$ cat src/rtl/lsu_pkg.sv
// Shared types and constants for the load/store controller.
// Holds the funct3 size codes, the FSM state type and the alignment check helper.
package lsu_pkg;

  localparam logic [2:0] F3_B  = 3'b000;
  localparam logic [2:0] F3_H  = 3'b001;
  localparam logic [2:0] F3_W  = 3'b010;
  localparam logic [2:0] F3_BU = 3'b100;
  localparam logic [2:0] F3_HU = 3'b101;

  typedef enum logic [1:0] {
    IDLE   = 2'd0,
    ACCESS = 2'd1,
    RESP   = 2'd2
  } lsu_state_t;

  // Halfwords need an even address and words need a 4-byte-aligned address.
  function automatic logic misaligned(input logic [2:0] funct3, input logic [1:0] addr_lo);
    logic bad;
    bad = 1'b0;
    case (funct3)
      F3_H, F3_HU: bad = addr_lo[0];
      F3_W:        bad = (addr_lo != 2'b00);
      default:     bad = 1'b0;
    endcase
    return bad;
  endfunction

endpackage

$ cat src/rtl/lsu_mem_ctrl_align.sv
// Combinational lane logic: extends load data out of the RAM word and merges
// sub-word store data into the old RAM word for read-modify-write.
module lsu_align
  import lsu_pkg::*;
(
  input  logic [2:0]  funct3,
  input  logic [1:0]  addr_lo,
  input  logic [31:0] spo,
  input  logic [31:0] wdata,
  output logic [31:0] load_data,
  output logic [31:0] store_data
);

  logic [7:0]  byte_sel;
  logic [15:0] half_sel;

  always_comb begin
    byte_sel = spo[8*addr_lo +: 8];
    half_sel = addr_lo[1] ? spo[31:16] : spo[15:0];
  end

  always_comb begin
    load_data = 32'h0;
    case (funct3)
      F3_B:    load_data = {{24{byte_sel[7]}}, byte_sel};
      F3_BU:   load_data = {24'h0, byte_sel};
      F3_H:    load_data = {{16{half_sel[15]}}, half_sel};
      F3_HU:   load_data = {16'h0, half_sel};
      F3_W:    load_data = spo;
      default: load_data = 32'h0;
    endcase
  end

  always_comb begin
    store_data = spo;
    case (funct3)
      F3_B:    store_data[8*addr_lo +: 8] = wdata[7:0];
      F3_H:    begin
        if (addr_lo[1]) store_data[31:16] = wdata[15:0];
        else            store_data[15:0]  = wdata[15:0];
      end
      F3_W:    store_data = wdata;
      default: store_data = spo;
    endcase
  end

endmodule

$ cat src/rtl/lsu_mem_ctrl.sv
// Load/store controller driving the word-wide data_ram port.
// Three-state FSM: accept in IDLE, touch RAM for one ACCESS cycle, present the response in RESP.
module lsu_mem_ctrl
  import lsu_pkg::*;
#(
  parameter logic [31:0] BASE_ADDR  = 32'h0000_0000,
  parameter int unsigned SIZE_BYTES = 1024
) (
  input  logic        clk,
  input  logic        rst_n,
  input  logic        req_valid,
  output logic        req_ready,
  input  logic        req_we,
  input  logic [2:0]  req_funct3,
  input  logic [31:0] req_addr,
  input  logic [31:0] req_wdata,
  output logic        resp_valid,
  input  logic        resp_ready,
  output logic [31:0] resp_rdata,
  output logic        resp_err,
  output logic        ram_we,
  output logic [31:0] ram_a,
  output logic [31:0] ram_d,
  input  logic [31:0] ram_spo,
  output lsu_state_t  dbg_state
);

  // Handshakes: a transfer happens on a rising edge where valid and ready are both high;
  // valid without ready is ignored, and resp_valid holds with stable data until resp_ready.

  lsu_state_t  state, state_next;
  logic        run;
  logic        lat_we;
  logic [2:0]  lat_f3;
  logic [31:0] lat_off;
  logic [1:0]  lat_lo;
  logic [31:0] lat_wdata;
  logic        lat_err;
  logic [31:0] req_off;
  logic        req_bad_f3;
  logic        req_err;
  logic        accept;
  logic [31:0] load_data;
  logic [31:0] store_data;

  // Offset wraps for addresses below the base, so one unsigned compare covers both ends.
  always_comb begin
    req_off    = req_addr - BASE_ADDR;
    req_bad_f3 = req_we ? (req_funct3[2] || (req_funct3[1:0] == 2'b11))
                        : ((req_funct3 == 3'b011) || (req_funct3[2:1] == 2'b11));
    req_err    = req_bad_f3 || misaligned(req_funct3, req_addr[1:0]) ||
                 (req_off >= SIZE_BYTES);
  end

  // run keeps req_ready low during reset even though the state register sits at IDLE.
  assign req_ready  = run && (state == IDLE);
  assign accept     = req_valid && req_ready;
  assign resp_valid = (state == RESP);
  assign dbg_state  = state;

  always_comb begin
    state_next = state;
    ram_we     = 1'b0;
    ram_d      = lat_wdata;
    case (state)
      IDLE:    if (accept) state_next = ACCESS;
      ACCESS: begin
        ram_we     = lat_we && !lat_err;
        ram_d      = store_data;
        state_next = RESP;
      end
      RESP:    if (resp_ready) state_next = IDLE;
      default: state_next = IDLE;
    endcase
  end

  assign ram_a = {2'b00, lat_off[31:2]};

  always_ff @(posedge clk or negedge rst_n) begin
    if (!rst_n) begin
      state <= IDLE;
      run   <= 1'b0;
    end else begin
      state <= state_next;
      run   <= 1'b1;
    end
  end

  always_ff @(posedge clk or negedge rst_n) begin
    if (!rst_n) begin
      lat_we    <= 1'b0;
      lat_f3    <= 3'b000;
      lat_off   <= 32'h0;
      lat_lo    <= 2'b00;
      lat_wdata <= 32'h0;
      lat_err   <= 1'b0;
    end else if (accept) begin
      lat_we    <= req_we;
      lat_f3    <= req_funct3;
      lat_off   <= req_off;
      lat_lo    <= req_addr[1:0];
      lat_wdata <= req_wdata;
      lat_err   <= req_err;
    end
  end

  always_ff @(posedge clk or negedge rst_n) begin
    if (!rst_n) begin
      resp_rdata <= 32'h0;
      resp_err   <= 1'b0;
    end else if (state == ACCESS) begin
      resp_rdata <= (lat_err || lat_we) ? 32'h0 : load_data;
      resp_err   <= lat_err;
    end
  end

  lsu_align u_align (
    .funct3     (lat_f3),
    .addr_lo    (lat_lo),
    .spo        (ram_spo),
    .wdata      (lat_wdata),
    .load_data  (load_data),
    .store_data (store_data)
  );

endmodule

$ cat config.mk
export PLATFORM = sky130hd
export DESIGN_NAME = lsu_mem_ctrl
export DESIGN_NICKNAME = d
export VERILOG_FILES = /design/src/rtl/lsu_pkg.sv /design/src/rtl/lsu_mem_ctrl_align.sv /design/src/rtl/lsu_mem_ctrl.sv
export SDC_FILE = /design/constraint.sdc
export NUM_CORES = 1
export LEC_CHECK = 0
export ABC_AREA = 1
export BUFFER_PORTS_ARGS = -buffer_cell sky130_fd_sc_hd__buf_2
export CAP_MARGIN = 15
export CORE_AREA = 2 2 120 122
export DETAILED_ROUTE_END_ITERATION = 16
export DIE_AREA = 0 0 122 124
export HOLD_SLACK_MARGIN = 0.15
export PLACE_DENSITY = 0.77
export SLEW_MARGIN = 10
export SYNTH_ARGS = -nofsm -noshare
export SYNTH_HDL_FRONTEND = slang
export SYNTH_SLANG_ARGS = --single-unit
export TNS_END_PERCENT = 1
$ cat constraint.sdc
create_clock -name clk -period 2.1 [get_ports clk]
set_input_delay 0.42 -clock clk [delete_from_list [all_inputs] [get_ports clk]]
set_output_delay 0.42 -clock clk [all_outputs]
set_load 0.02 [all_outputs]
* Word-level counts from Yosys, hierarchy flattened
Index checks and enable logic that the tools add are counted.
** Operators by class
- Add/sub/neg operators :: 1
- $lt $le $gt $ge :: 1
- Equal/unequal tests :: 14
- Shifts and indexed selects :: 3
- Muxes and demuxes :: 14
- Reduce and logical (&&, ||, !) cells :: 14
** Operator list (count)
- case mux 32 bit (5 select lines) :: 1
- case mux 32 bit (3 select lines) :: 1
- 2-to-1 mux 32 bit :: 2
- 2-to-1 mux 16 bit :: 3
- negator 5 -> 34 bit :: 1
- variable shift 8 x 34 -> 32 bit, first input constant :: 1
- variable part select 8 x 34 -> 32 bit :: 1
- bitwise mux 32 bit :: 1
- greater-or-equal comparator 32 x 11 -> 1 bit, second input constant :: 1
- variable part select 32 x 6 -> 8 bit :: 1
- == test 3 x 2 -> 1 bit, second input constant :: 3
- == test 3 bit, second input constant :: 3
- == test 2 bit, second input constant :: 3
- == test 3 x 1 -> 1 bit, second input constant :: 2
- case mux 2 bit (3 select lines) :: 1
- logical OR 1 bit :: 5
- 2-to-1 mux 2 bit :: 2
- logical AND 1 bit :: 3
- logical NOT 3 bit :: 1
- == test 2 x 1 -> 1 bit, second input constant :: 1
- logical NOT 2 bit :: 1
- 2-to-1 mux 1 bit :: 2
- inequality test 2 x 1 -> 1 bit, second input constant :: 1
- inequality test 2 bit, second input constant :: 1
- other kinds (5) :: 5
** Word-level totals
- Register bits after elaboration :: 107
- Output and inout port bits :: 102
- Word-level logic and storage cells :: 57

* Logic depth before layout (Yosys ltp)
- Word-level depth :: 5
- Gate-level depth with buffers :: 11

* Hierarchy
Synthesis repeated with hierarchy kept, for this count alone.
** Unflattened totals
- Cells, all modules :: 1276
- Area total of the unflattened synthesis :: 7474.7 µm²
** Modules (own cells, without submodules)
- lsu_mem_ctrl :: instances 1, cells each 584, area an instance 4544.4 µm², sequential area each 2627.5 µm²
- lsu_align :: instances 1, cells each 692, area an instance 2930.3 µm², sequential area each 0.0 µm²

* Worst setup path before layout
OpenSTA, ideal clock, no wires.
- Kind :: register to output
- Start point :: register lat_off[1] (netlist name)
- End point :: output ram_d[2]
- Arrival time :: 2.054 ns
- Data required time :: 1.680 ns
- Setup slack :: -0.374 ns
- Cell stages (with the launch flop) :: 12
- Path buffers :: 2
- Path through :: dfrtp_1 inv_1 buf_1 ha_1 buf_2 inv_1 nand3_1 nor2_1 nand2_1 nand2_1 nand2_1 o21ai_0
** RTL lines
- to (decl) :: RTL line lsu_mem_ctrl.sv:23 : output logic [31:0] ram_d,

==> flow_metrics.env <==
export IMPL_status="complete, but fails checks"
export IMPL_violations="negative setup slack"
export IMPL_drt_pass_1_iters=5
export IMPL_place_gp_congestion=0.890
export IMPL_clock_latency_ps=360
export IMPL_via_count=6970
export IMPL_netlist_area_mm2=0.00643
export IMPL_die_w_um=122
export IMPL_pin_count_of_the_biggest_net_entering_global_routing=54
export IMPL_most_common_layout_cells="sky130_fd_sc_hd__nand2_1, sky130_fd_sc_hd__buf_2, sky130_fd_sc_hd__dfrtp_1"
export IMPL_power_per_cell_area_mw_per_mm2=961
export IMPL_crit_type="reg -> out"
export IMPL_min_delay_path_class="in -> reg"
export IMPL_hpwlAfterDp_um=15200
export IMPL_crit_reg2reg_launch="dbg_state[1]"
export IMPL_detail_route_wl_per_cell_um=14.2
export IMPL_synth_avg_cell_area_um2=6.38
export IMPL_leading_post_synthesis_cells_by_cell_area="sky130_fd_sc_hd__dfrtp_1, sky130_fd_sc_hd__nand2_1, sky130_fd_sc_hd__nor2_1, sky130_fd_sc_hd__o21ai_0, sky130_fd_sc_hd__nand3_1"
export IMPL_design_portCount=206
export IMPL_grt_antenna_before_repair=3
export IMPL_finalWorstPathRequiredPeriod_ps=2380
export IMPL_setup_repair_after_global_routing_missed_its_margin="yes"
export IMPL_post_place_cells=1377
export IMPL_synthCells=1008
export IMPL_setup_viol=32
export IMPL_min_from="req_addr[9]"
export IMPL_maxCapViolCount=0
export IMPL_cts_made_buffers=9
export IMPL_layout_commonest_cell="sky130_fd_sc_hd__nand2_1"
export IMPL_report_final_slew_viol_count=0
export IMPL_initial_utilization=0.469
export IMPL_drc=0
export IMPL_post_layout_nonfiller_instances=1411
export IMPL_synth_cell_type_count=31
export IMPL_ir_worst_vdd_v=0.000521
export IMPL_period_share=1.13
export IMPL_cts_tree="built"
export IMPL_drive_gt1_frac=0.267
export IMPL_timing_critical_path_from_type="flip-flop"
export IMPL_postPlaceCellArea_mm2=0.00777
export IMPL_cts_root_to_sink_buffers=2
export IMPL_critPathArrivalTime_ps=1960
export IMPL_clockRootBuffer="sky130_fd_sc_hd__clkbuf_16"
export IMPL_critPathLaunch="lat_off[1]"
export IMPL_htreeDepth=3
export IMPL_max_clock_freq_ghz=0.420
export IMPL_yosys_warnings=0
export IMPL_critical_path_peak_fanout=5
export IMPL_end_kind="primary output"
export IMPL_die_y_um=124
export IMPL_power_leakage_nw=4.96
export IMPL_synth_seq_cells=105
export IMPL_final_cell_area_mm2=0.00852
export IMPL_first_global_vias=6565
export IMPL_post_layout_nets=1334
export IMPL_worstPathRequired_ps=1680
export IMPL_floorplan_core_area_mm2=0.0137
export IMPL_finalWirelength_um=20100
export IMPL_grt_first_pass_wirelength_um=32100
export IMPL_netlist_top_cell_by_area="sky130_fd_sc_hd__dfrtp_1"
export IMPL_seq_area_frac_synth=0.409
export IMPL_drtIter0Drc=563
export IMPL_skew_ps=9.74
export IMPL_setup_slack_ps=-281
export IMPL_clk_transition_reported_paths_ps=70
export IMPL_final_hold_viol_count=0
export IMPL_die_area_mm2=0.0151
export IMPL_via_per_inst=4.94
export IMPL_post_route_util=0.621
export IMPL_total_power_mw=8.18
export IMPL_placement_io_buffers=203
export IMPL_global_route_usage_total=0.272
export IMPL_clkSinkCount=105
export IMPL_synth_top_cell_area_share=0.409
export IMPL_synthToLayoutAreaGrowth_pct=32.5
export IMPL_gr_overflow_total=0
export IMPL_final_antenna_net_count=0
export IMPL_rows=43
==> registers in the layout, indices dropped and copies added (netlist names), 2 cells and up <==
signal	flops
dbg_state	2
lat_wdata	32
lat_off	32
lat_f3	3
resp_rdata	32
==> cell families after synthesis <==
kind of cell	Yosys count	share of synthesized area
and+or+nand+nor	707	0.439
AOI/OAI and AO/OA	78	0.0638
adders and majority gates	5	0.00973
other	2	0.00117
DFF	105	0.409
buffers and inverters	111	0.0771
==> worst max-delay path, stage by stage (launching register included) <==
cell,delay (ps)
sky130_fd_sc_hd__dfrtp_2,430
sky130_fd_sc_hd__clkinv_4,110
sky130_fd_sc_hd__ha_2,210
sky130_fd_sc_hd__inv_2,100
sky130_fd_sc_hd__nand3_1,150
sky130_fd_sc_hd__o21ai_2,170
sky130_fd_sc_hd__nand2_1,70
sky130_fd_sc_hd__nand2_1,70
sky130_fd_sc_hd__nand2_1,60
sky130_fd_sc_hd__nand2_1,100
sky130_fd_sc_hd__buf_6,120
==> stage by stage <==
stage          TNS (ps)  hold WS (ps)  worst slack, ps
5_1_grt           -9960           247             -346
4_1_cts           -5770           243             -216
3_3_place_gp          0           444             33.0
6_report          -7030           249             -281
3_5_place_dp          0           441             1.52
2_1_floorplan         0           124             23.9
==> worst paths after layout <==
kind,endpoint,slack (ps),cells past startpoint
hold reg to reg,resp_rdata[10],470,2
min in group asynchronous,resp_rdata[21],610,3
hold / removal,lat_off[9],250,3
setup / recovery,ram_d[8],-280,10
max in group asynchronous,lat_f3[1],1220,3
setup reg to reg,resp_rdata[0],330,9
==> power by group <==
part / switching [mW] / internal [mW] / leakage (nW)
Combinational: 2.33 / 1.53 / 3.48
Clock: 0.814 / 0.865 / 0.144
Sequential: 0.294 / 2.35 / 1.34
==> final cells by class <==
class                   count  area [um^2]
fillers                  1327         5200
multi-input cells         793         3450
flip-flops and latches    105         2630
repair buffers            249         1640
inverters                  65          258
clock buffers              10          239
well taps                 180          225
clock inverters             6         56.3
repair inverters            2         15.0
diodes                      1         2.50
==> repair_timing <==
action / in CTS / in global routing
gates resized for setup: 92 / 19
hold buffers: 1 / 0
gates cloned: 3 / 0
endpoints found under the hold margin: 105 / 0
buffers inserted: 12 / 1
endpoints found under the setup margin: 32 / 33
pin swaps: 6 / 1
==> synth_stat cells <==
library cell               instances
sky130_fd_sc_hd__a21oi_2           1
sky130_fd_sc_hd__nor2_2            2
sky130_fd_sc_hd__nor3b_1           1
sky130_fd_sc_hd__inv_4             1
sky130_fd_sc_hd__inv_1            62
sky130_fd_sc_hd__nand2_2           1
sky130_fd_sc_hd__nand2_1         550
sky130_fd_sc_hd__ha_1              5
sky130_fd_sc_hd__or2_2             8
sky130_fd_sc_hd__nand4_1           1
sky130_fd_sc_hd__nand3_4           1
sky130_fd_sc_hd__buf_2            16
sky130_fd_sc_hd__conb_1            2
sky130_fd_sc_hd__o211ai_1          4
sky130_fd_sc_hd__nor2_1           85
sky130_fd_sc_hd__buf_1             2
sky130_fd_sc_hd__nor3_2            2
sky130_fd_sc_hd__nor2_8            2
sky130_fd_sc_hd__a22oi_1           1
sky130_fd_sc_hd__buf_6             5
sky130_fd_sc_hd__o21ai_0          51
sky130_fd_sc_hd__buf_4             5
sky130_fd_sc_hd__clkbuf_1         18
sky130_fd_sc_hd__nand3_1          49
sky130_fd_sc_hd__a21oi_1          20
sky130_fd_sc_hd__dfrtp_1         105
sky130_fd_sc_hd__nand3b_1          2
sky130_fd_sc_hd__inv_2             2
sky130_fd_sc_hd__nor3_1            2
sky130_fd_sc_hd__nand2_4           1
sky130_fd_sc_hd__o21ai_2           1
==> per-layer routing <==
| metal | up-vias | wire length [um] | global-route usage |
|---|---|---|---|
| met1 | 3093 | 8530 | 0.347 |
| met5 | - | 29 | 0 |
| met2 | 294 | 9350 | 0.454 |
| met3 | 49 | 1680 | 0.0614 |
| met4 | 4 | 498 | 0.0984 |
| li1 | 3530 | - | - |
(Power assumes the default switching activity.)
